File: src/rtl/seq_pkg.sv
// seq_pkg: command codes, FSM states and default widths shared by the ALU/register sequencer.
package seq_pkg;

    localparam int DEF_DATA_W = 4;
    localparam int DEF_CNT_W  = 2;

    typedef enum logic [2:0] {
        CMD_CLR  = 3'd0,
        CMD_LOAD = 3'd1,
        CMD_ALU  = 3'd2,
        CMD_SHL  = 3'd3,
        CMD_SHR  = 3'd4,
        CMD_INC  = 3'd5,
        CMD_DEC  = 3'd6,
        CMD_READ = 3'd7
    } cmd_e;

    typedef enum logic [1:0] {
        S_IDLE = 2'd0,
        S_EXEC = 2'd1,
        S_DONE = 2'd2
    } state_e;

    // Commands that pulse their register control cnt+1 times instead of once.
    function automatic logic is_repeat(input cmd_e op);
        return op inside {CMD_SHL, CMD_SHR, CMD_INC, CMD_DEC};
    endfunction

endpackage

File: src/rtl/seq_repeat_cnt.sv
// seq_repeat_cnt: loadable down-counter whose zero flag ends the EXEC phase.
module seq_repeat_cnt
    import seq_pkg::*;
#(
    parameter int CNT_W = DEF_CNT_W
) (
    input  logic             clk,
    input  logic             rst,
    input  logic             load,
    input  logic             dec,
    input  logic [CNT_W-1:0] value,
    output logic             zero
);

    logic [CNT_W-1:0] count;

    // Load the remaining repeat count at accept, then count down once per extra EXEC cycle.
    always_ff @(posedge clk or posedge rst) begin
        if (rst) count <= '0;
        else if (load) count <= value;
        else if (dec) count <= count - CNT_W'(1);
    end

    assign zero = count == '0;

endmodule

File: src/rtl/alu_reg_sequencer.sv
// alu_reg_sequencer: expands host commands into per-cycle ALU/register control for an accumulator datapath.
module alu_reg_sequencer
    import seq_pkg::*;
#(
    parameter int DATA_W = DEF_DATA_W,
    parameter int CNT_W  = DEF_CNT_W
) (
    input  logic              clk,
    input  logic              rst,
    input  logic              cmd_valid,
    output logic              cmd_ready,
    input  logic [2:0]        cmd_op,
    input  logic [DATA_W-1:0] cmd_data,
    input  logic [2:0]        cmd_oc,
    input  logic [CNT_W-1:0]  cmd_cnt,
    output logic [DATA_W-1:0] alu_a,
    output logic [DATA_W-1:0] alu_b,
    output logic [2:0]        alu_oc,
    input  logic [DATA_W-1:0] alu_f,
    output logic              reg_cl,
    output logic              reg_ld,
    output logic              reg_inc,
    output logic              reg_dec,
    output logic              reg_sr,
    output logic              reg_sl,
    output logic              reg_ir,
    output logic              reg_il,
    output logic [DATA_W-1:0] reg_in,
    input  logic [DATA_W-1:0] reg_out,
    output logic              rsp_valid,
    output logic [DATA_W-1:0] rsp_data,
    output logic              busy
);

    state_e            state;
    cmd_e              op_q;
    cmd_e              op_in;
    logic [DATA_W-1:0] data_q;
    logic [2:0]        oc_q;
    logic              accept;
    logic              in_exec;
    logic              cnt_zero;

    assign op_in     = cmd_e'(cmd_op);
    // Held low during reset itself, not only after the state has been cleared.
    assign cmd_ready = state == S_IDLE && !rst;
    assign accept    = cmd_valid && cmd_ready;
    assign in_exec   = state == S_EXEC;

    // Single-pulse commands load 0 so EXEC lasts exactly one cycle.
    seq_repeat_cnt #(.CNT_W(CNT_W)) u_cnt (
        .clk   (clk),
        .rst   (rst),
        .load  (accept),
        .dec   (in_exec && !cnt_zero),
        .value (is_repeat(op_in) ? cmd_cnt : '0),
        .zero  (cnt_zero)
    );

    // Command latch and IDLE -> EXEC -> DONE sequencing; READ skips straight to DONE.
    always_ff @(posedge clk or posedge rst) begin
        if (rst) begin
            state  <= S_IDLE;
            op_q   <= CMD_CLR;
            data_q <= '0;
            oc_q   <= '0;
        end else begin
            case (state)
                S_IDLE: if (accept) begin
                    op_q   <= op_in;
                    data_q <= cmd_data;
                    oc_q   <= cmd_oc;
                    state  <= op_in == CMD_READ ? S_DONE : S_EXEC;
                end
                S_EXEC: if (cnt_zero) state <= S_DONE;
                default: state <= S_IDLE;
            endcase
        end
    end

    assign alu_a  = reg_out;
    assign alu_b  = data_q;
    assign alu_oc = oc_q;

    assign reg_cl  = in_exec && op_q == CMD_CLR;
    assign reg_ld  = in_exec && (op_q == CMD_LOAD || op_q == CMD_ALU);
    assign reg_inc = in_exec && op_q == CMD_INC;
    assign reg_dec = in_exec && op_q == CMD_DEC;
    assign reg_sr  = in_exec && op_q == CMD_SHR;
    assign reg_sl  = in_exec && op_q == CMD_SHL;
    assign reg_ir  = reg_sr && data_q[0];
    assign reg_il  = reg_sl && data_q[0];
    assign reg_in  = !in_exec ? '0 : op_q == CMD_LOAD ? data_q : op_q == CMD_ALU ? alu_f : '0;

    assign rsp_valid = state == S_DONE;
    assign rsp_data  = rsp_valid ? reg_out : '0;
    assign busy      = state != S_IDLE;

endmodule
File: config.mk
export PLATFORM = sky130hd
export DESIGN_NAME = alu_reg_sequencer
export DESIGN_NICKNAME = d
export VERILOG_FILES = /design/src/rtl/seq_pkg.sv /design/src/rtl/seq_repeat_cnt.sv /design/src/rtl/alu_reg_sequencer.sv
export SDC_FILE = /design/constraint.sdc
export NUM_CORES = 1
export LEC_CHECK = 0
export ABC_AREA = 1
export CORE_MARGIN = 2
export CORE_UTILIZATION = 29
export CTS_BUF_LIST = sky130_fd_sc_hd__clkbuf_16
export CTS_CLUSTER_DIAMETER = 50
export DETAILED_ROUTE_END_ITERATION = 16
export MAX_ROUTING_LAYER = met4
export SLEW_MARGIN = 20
export SYNTH_ARGS = -nofsm -noshare
export SYNTH_HDL_FRONTEND = slang
export SYNTH_HIERARCHICAL = 1
export SYNTH_SLANG_ARGS = --single-unit
File: constraint.sdc
create_clock -name clk -period 1.67 [get_ports clk]
set_input_delay 0.334 -clock clk [delete_from_list [all_inputs] [get_ports clk]]
set_output_delay 0.334 -clock clk [all_outputs]
set_load 0.1 [all_outputs]
; ---- Yosys cells after proc, flatten, opt, wreduce, memory -nomap -nowiden
; Cells that the tools add are included.
; W data, S select, Z words.
[word_totals]
ff_bits = 14
input_bits = 23
out_inout_bits = 30
elab_cells = 54
[op_classes]
add_sub_neg = 1
n_eq_ne = 15
n_mux = 11
reduce_logical = 22
[op_table]
columns = cell, count
row1 = $eq A3 B3 Y1 const B, 7
row2 = $mux W4, 4
row3 = $mux W2, 6
row4 = $logic_and A1 B1 Y1, 11
row5 = $eq A3 B2 Y1 const B, 3
row6 = $logic_not A2 Y1, 2
row7 = $pmux W2 S2, 1
row8 = $reduce_and A2 Y1, 2
row9 = $reduce_bool A2 Y1, 2
row10 = $reduce_bool A4 Y1, 1
row11 = $eq A3 B1 Y1 const B, 1
row12 = $logic_not A3 Y1, 1
row13 = $eq A2 B1 Y1 const B, 1
row14 = $eq A2 B2 Y1 const B, 1
row15 = $logic_not A1 Y1, 2
row16 = $ne A2 B1 Y1 const B, 1
row17 = $ne A2 B2 Y1 const B, 1
row18 = $sub A2 B1 Y2 const B, 1
row19 = $logic_or A1 B1 Y1, 1

; ---- Depth between registers and ports, before layout
[logic_depth]
word_depth = 5
mapped_depth = 7
ltp_nobuf = 7

; ---- Cells and area by module
; Netlist, hierarchy kept.
[by_module_without_submodules]
columns = mod, instances, cells_each, area_per_inst_um2, seq_area_each_um2
row1 = alu_reg_sequencer, 1, 111, 793.3, 300.3
row2 = seq_repeat_cnt, 1, 19, 126.4, 50.0

; ---- Worst setup path before layout
; No wires, ideal clock.
[synth_path]
kind = register -> output
startpoint = register state[1]
endpoint = output rsp_data[0]
arrival_ns = 3.317
t_required_ns = 1.336
path_slack_ns = -1.981
path_stages_with_launch = 5
n_path_buf = 0
path_cell_list = dfrtp_1 inv_1 nor2_1 inv_1 nor2_1
[synth_between]
elab_chain_cells = 2
[synth_rtl]
columns = item, line
row1 = from (decl), alu_reg_sequencer.sv:35  ; state_e state;
row2 = from (signal assigned), alu_reg_sequencer.sv:73  ; state <= op_in == CMD_READ ? S_DONE : S_EXEC;
row3 = $eq A2 B2 Y1, alu_reg_sequencer.sv:95  ; assign rsp_valid = state == S_DONE;
row4 = via rsp_valid, alu_reg_sequencer.sv:30  ; output logic rsp_valid,
row5 = $mux W4, alu_reg_sequencer.sv:96  ; assign rsp_data = rsp_valid ? reg_out : '0;
row6 = to (decl), alu_reg_sequencer.sv:31  ; output logic [DATA_W-1:0] rsp_data,
; The timed path passes the listed nets, and every way through them passes these cells.

; ---- Worst setup path in the final report
[layout_path]
startpoint = register op_q[1]
endpoint = output reg_in[3]
[layout_between]
elab_chain_cells = 4
elab_cells_between_ends = 5
[layout_rtl]
columns = item, line
row1 = from (decl), alu_reg_sequencer.sv:36  ; cmd_e op_q;
row2 = from (signal assigned), alu_reg_sequencer.sv:70  ; op_q <= op_in;
row3 = $eq A3 B2 Y1, alu_reg_sequencer.sv:93  ; assign reg_in = !in_exec ? '0 : op_q == CMD_LOAD ? data_q : op_q == CMD_ALU ? alu_f : '0;
row4 = $mux W4, alu_reg_sequencer.sv:93
row5 = $mux W4 (*) (2 in series), alu_reg_sequencer.sv:93
row6 = to (decl), alu_reg_sequencer.sv:28  ; output logic [DATA_W-1:0] reg_in,
; Mark *: on every way between the ends. The rest lies on a longest branch, timed or not.

==> metrics.md <==
| Metric | Value |
|---|---|
| # DRC | `0` |
| Critical Path Max Stage Delay | `around 0.40 ns` |
| Syn-to-layout area delta | `128%` |
| Distinct cell type count after synthesis | `22` |
| GRT Total Usage | `0.170` |
| First-pass GRT wire length | `4500 um` |
| Total negative slack | `-0.246 ns` |
| Number of hold buffers added after cts | `0` |
| I/O pin count | `53` |
| Post-DP HPWL | `about 2300 um` |
| Vias in the first global route | `about 1,100` |
| Worst Setup Start Kind | `register` |
| Max H-tree Level | `1` |
| Post-synth EDFFs | `0` |
| Synth warnings | `6` |
| DP Cell Count | `between 200 and 250` |
| Wirelength per Cell | `approximately 12 um` |
| WL final | `~2700 um` |
| Max stage delay cell, worst path | `dfrtp_1` |
| Most frequent cells in the layout | `39 x nand2_1, 31 x buf_12, 22 x clkdlybuf4s50_1` |
| Worst path arrival time | `roughly 1.4 ns` |
| Mapped cell area | `about 920 um2` |
| Routed vias/inst | `4.39` |
| Leakage | `~0.93 nW` |
| Core area | `~3000 um2` |
| Max Clk Rate | `about 580 MHz` |
| CTS tree | `yes` |
| Hold Crit Class | `input pin to asynchronous set/reset pin` |
| # diodes | `0` |
| Status | `finished with violations` |
| Setup violations, final | `9` |
| Layout cells sized above 1 | `0.435` |
| Period Utilization, post-route | `1.02` |
| Final hold vios | `0` |
| Peak VDD IR | `about 0.0015 V` |
| Worst slew margin | `0.777` |
| Critical-path cell list | `inv_2 -> nor2_4 -> nand3_1 -> a21oi_4 -> buf_12` |
| Fin worst setup slack | `-0.0411 ns` |
| Violated checks | `setup timing` |
| Final Hold Slack | `between 0.3 and 0.4 ns` |
| WS Path Type | `register to output port` |
| Synth Area per Inst | `roughly 7 um2` |
| Placer Congestion | `0.748` |
| Power Density | `2170 nW/um2` |
| CP Max Fanout | `6` |
| Tmin final | `between 1.5 and 2 ns` |
| Fin nets | `216` |
| Pin count of the biggest net entering global routing | `13` |
| Final ANT Viol Nets | `0` |
| CP Capture Point | `reg_in[3]` |
| Switching component of the power | `2.56 mW` |
| Clock root cell | `clkbuf_16` |
| Max-slew violations | `0` |
| Unrepaired setup endpoints after global routing | `true` |
| Int Pwr | `between 1.5 and 2 mW` |
| Gate power share | `0.734` |
| Mapped Cells | `130` |
| Final Util | `0.694` |
| Worst EP required | `roughly 1.3 ns` |
| Worst R2R Start | `state[1]` |
| Seq/Total Area, Yosys | `0.381` |
| Post-synth ARST share | `1.00` |
| PortBufs | `52` |
| Std-Cell Rows | `20` |
| Die ar. | `3640 um2` |
| Synthesized Nets | `about 150` |
| Die height | `roughly 60 um` |
| DP Worst Slack | `between 0.004 and 0.005 ns` |
| Worst slew pin tran | `0.334 ns` |
| Start point of the critical path | `op_q[1]` |
| Initial antenna violation count | `0` |
| Reg2Reg Depth | `8` |
| Worst-Skew Late Latency | `~0.24 ns` |
| Gr ovfl total | `0` |
| Skew final | `around 0.0017 ns` |
| Sink Count | `14` |
| Via count | `between 1,000 and 1,500` |
| CP Capture Type | `output port` |
| CTS max path bufs | `2` |
| CTS Buf Count | `3` |
| Finished Layout Cells | `235` |
| TritonRoute pass-1 iters | `4` |
| First-iteration detailed-routing DRC count | `24` |
| Seq cells post-synth | `14` |
| Reg-to-reg endpoint | `u_cnt/count[1]` |
| Max cap viols | `0` |
| Layout fillers | `246` |
| Switching Share | `0.562` |
| Die Wd | `approximately 60 um` |
| Seq pwr share | `0.167` |
| Clock network power share | `0.099` |
| Most common cell after layout, fill and taps aside | `nand2_1` |
| Top FF cell, synth | `dfrtp_1` |
| Reg2Reg Setup Slack | `roughly 0.44 ns` |
| Clk pin slew, worst setup/hold paths | `approximately 0.05 ns` |
| Initial Utilization | `0.304` |
-- worst min path at each step --
stage                           to      startpoint
detailed placement       alu_oc[1]       alu_oc[1]
global route        u_cnt/count[1]             rst
floorplan           u_cnt/count[0]             rst
finish              u_cnt/count[1]             rst
CTS                 u_cnt/count[1]             rst
global placement    u_cnt/count[0]  u_cnt/count[0]
-- flip-flops by register name, summed over array words and instances (netlist names) --
| register | count |
|---|---|
| alu_b | 4 |
| alu_oc | 3 |
| op_q | 3 |
| state | 2 |
| u_cnt/count | 2 |
-- timing repair --
action,CTS,global route
pin swaps,2,1
gates resized for setup,3,1
setup buffers,3,0
setup endpoints to repair,16,16
-- area by class of cell --
class,count,area [um2],area share
Clock buffer,3,75.1,0.0357
Clock inverter,1,3.75,0.00179
Inverter,23,91.3,0.0435
Multi-Input combinational cell,87,592,0.282
Sequential cell,14,368,0.175
Tap cell,44,55.1,0.0262
Timing Repair Buffer,63,916,0.436
-- synth_stat cells (2+ instances only) --
| cell | instances | area share |
|---|---|---|
| nand4_1 | 4 | 0.027 |
| dfrtp_1 | 14 | 0.38 |
| nand3_1 | 6 | 0.033 |
| inv_1 | 20 | 0.082 |
| a21oi_1 | 4 | 0.022 |
| nor2_1 | 16 | 0.065 |
| nor2_4 | 2 | 0.024 |
| nor3_2 | 2 | 0.022 |
| o21ai_0 | 5 | 0.027 |
| nand2_1 | 39 | 0.16 |
| nand2_2 | 3 | 0.020 |
| buf_6 | 2 | 0.024 |
| buf_4 | 4 | 0.033 |
-- power groups by stage --
stage               clock network (mW)  registers [mW]  logic [mW]
global placement                     0           0.763        3.24
finish                           0.452           0.761        3.34
detailed placement                   0           0.773        3.29
global route                     0.484           0.784        3.50
floorplan                            0            1.30        1.65
CTS                              0.468           0.760        3.36
-- critical path: cells and delay by family, from the launching register on --
family	cells	cell delay, ns
flops	1	0.40
buf+inv	2	0.29
simple gates	2	0.27
compound gates	1	0.19
-- per-stage QoR --
step	cell area (um2)	power (mW)
4_1_cts	2100	4.59
2_1_floorplan	1100	2.95
3_5_place_dp	2000	4.06
5_1_grt	2100	4.77
3_3_place_gp	2000	4.01
6_report	2100	4.55
-- routing by layer --
metal / GRT usage / vias to the layer above / wire [um]
met5: - / - / 0
met4: 0.0571 / 0 / 27
met3: 0.0281 / 4 / 145
met2: 0.315 / 36 / 1480
met1: 0.181 / 474 / 1060
li1: - / 517 / -
-- cells by family after synthesis --
group                      synth area share
and+or+nand+nor                       0.371
buffers and inverters                 0.152
DFF                                   0.381
AOI/OAI and AO/OA                    0.0721
xor gates and xnor gates            0.00953
adders and majority gates            0.0136
(Power assumes the default switching activity.)
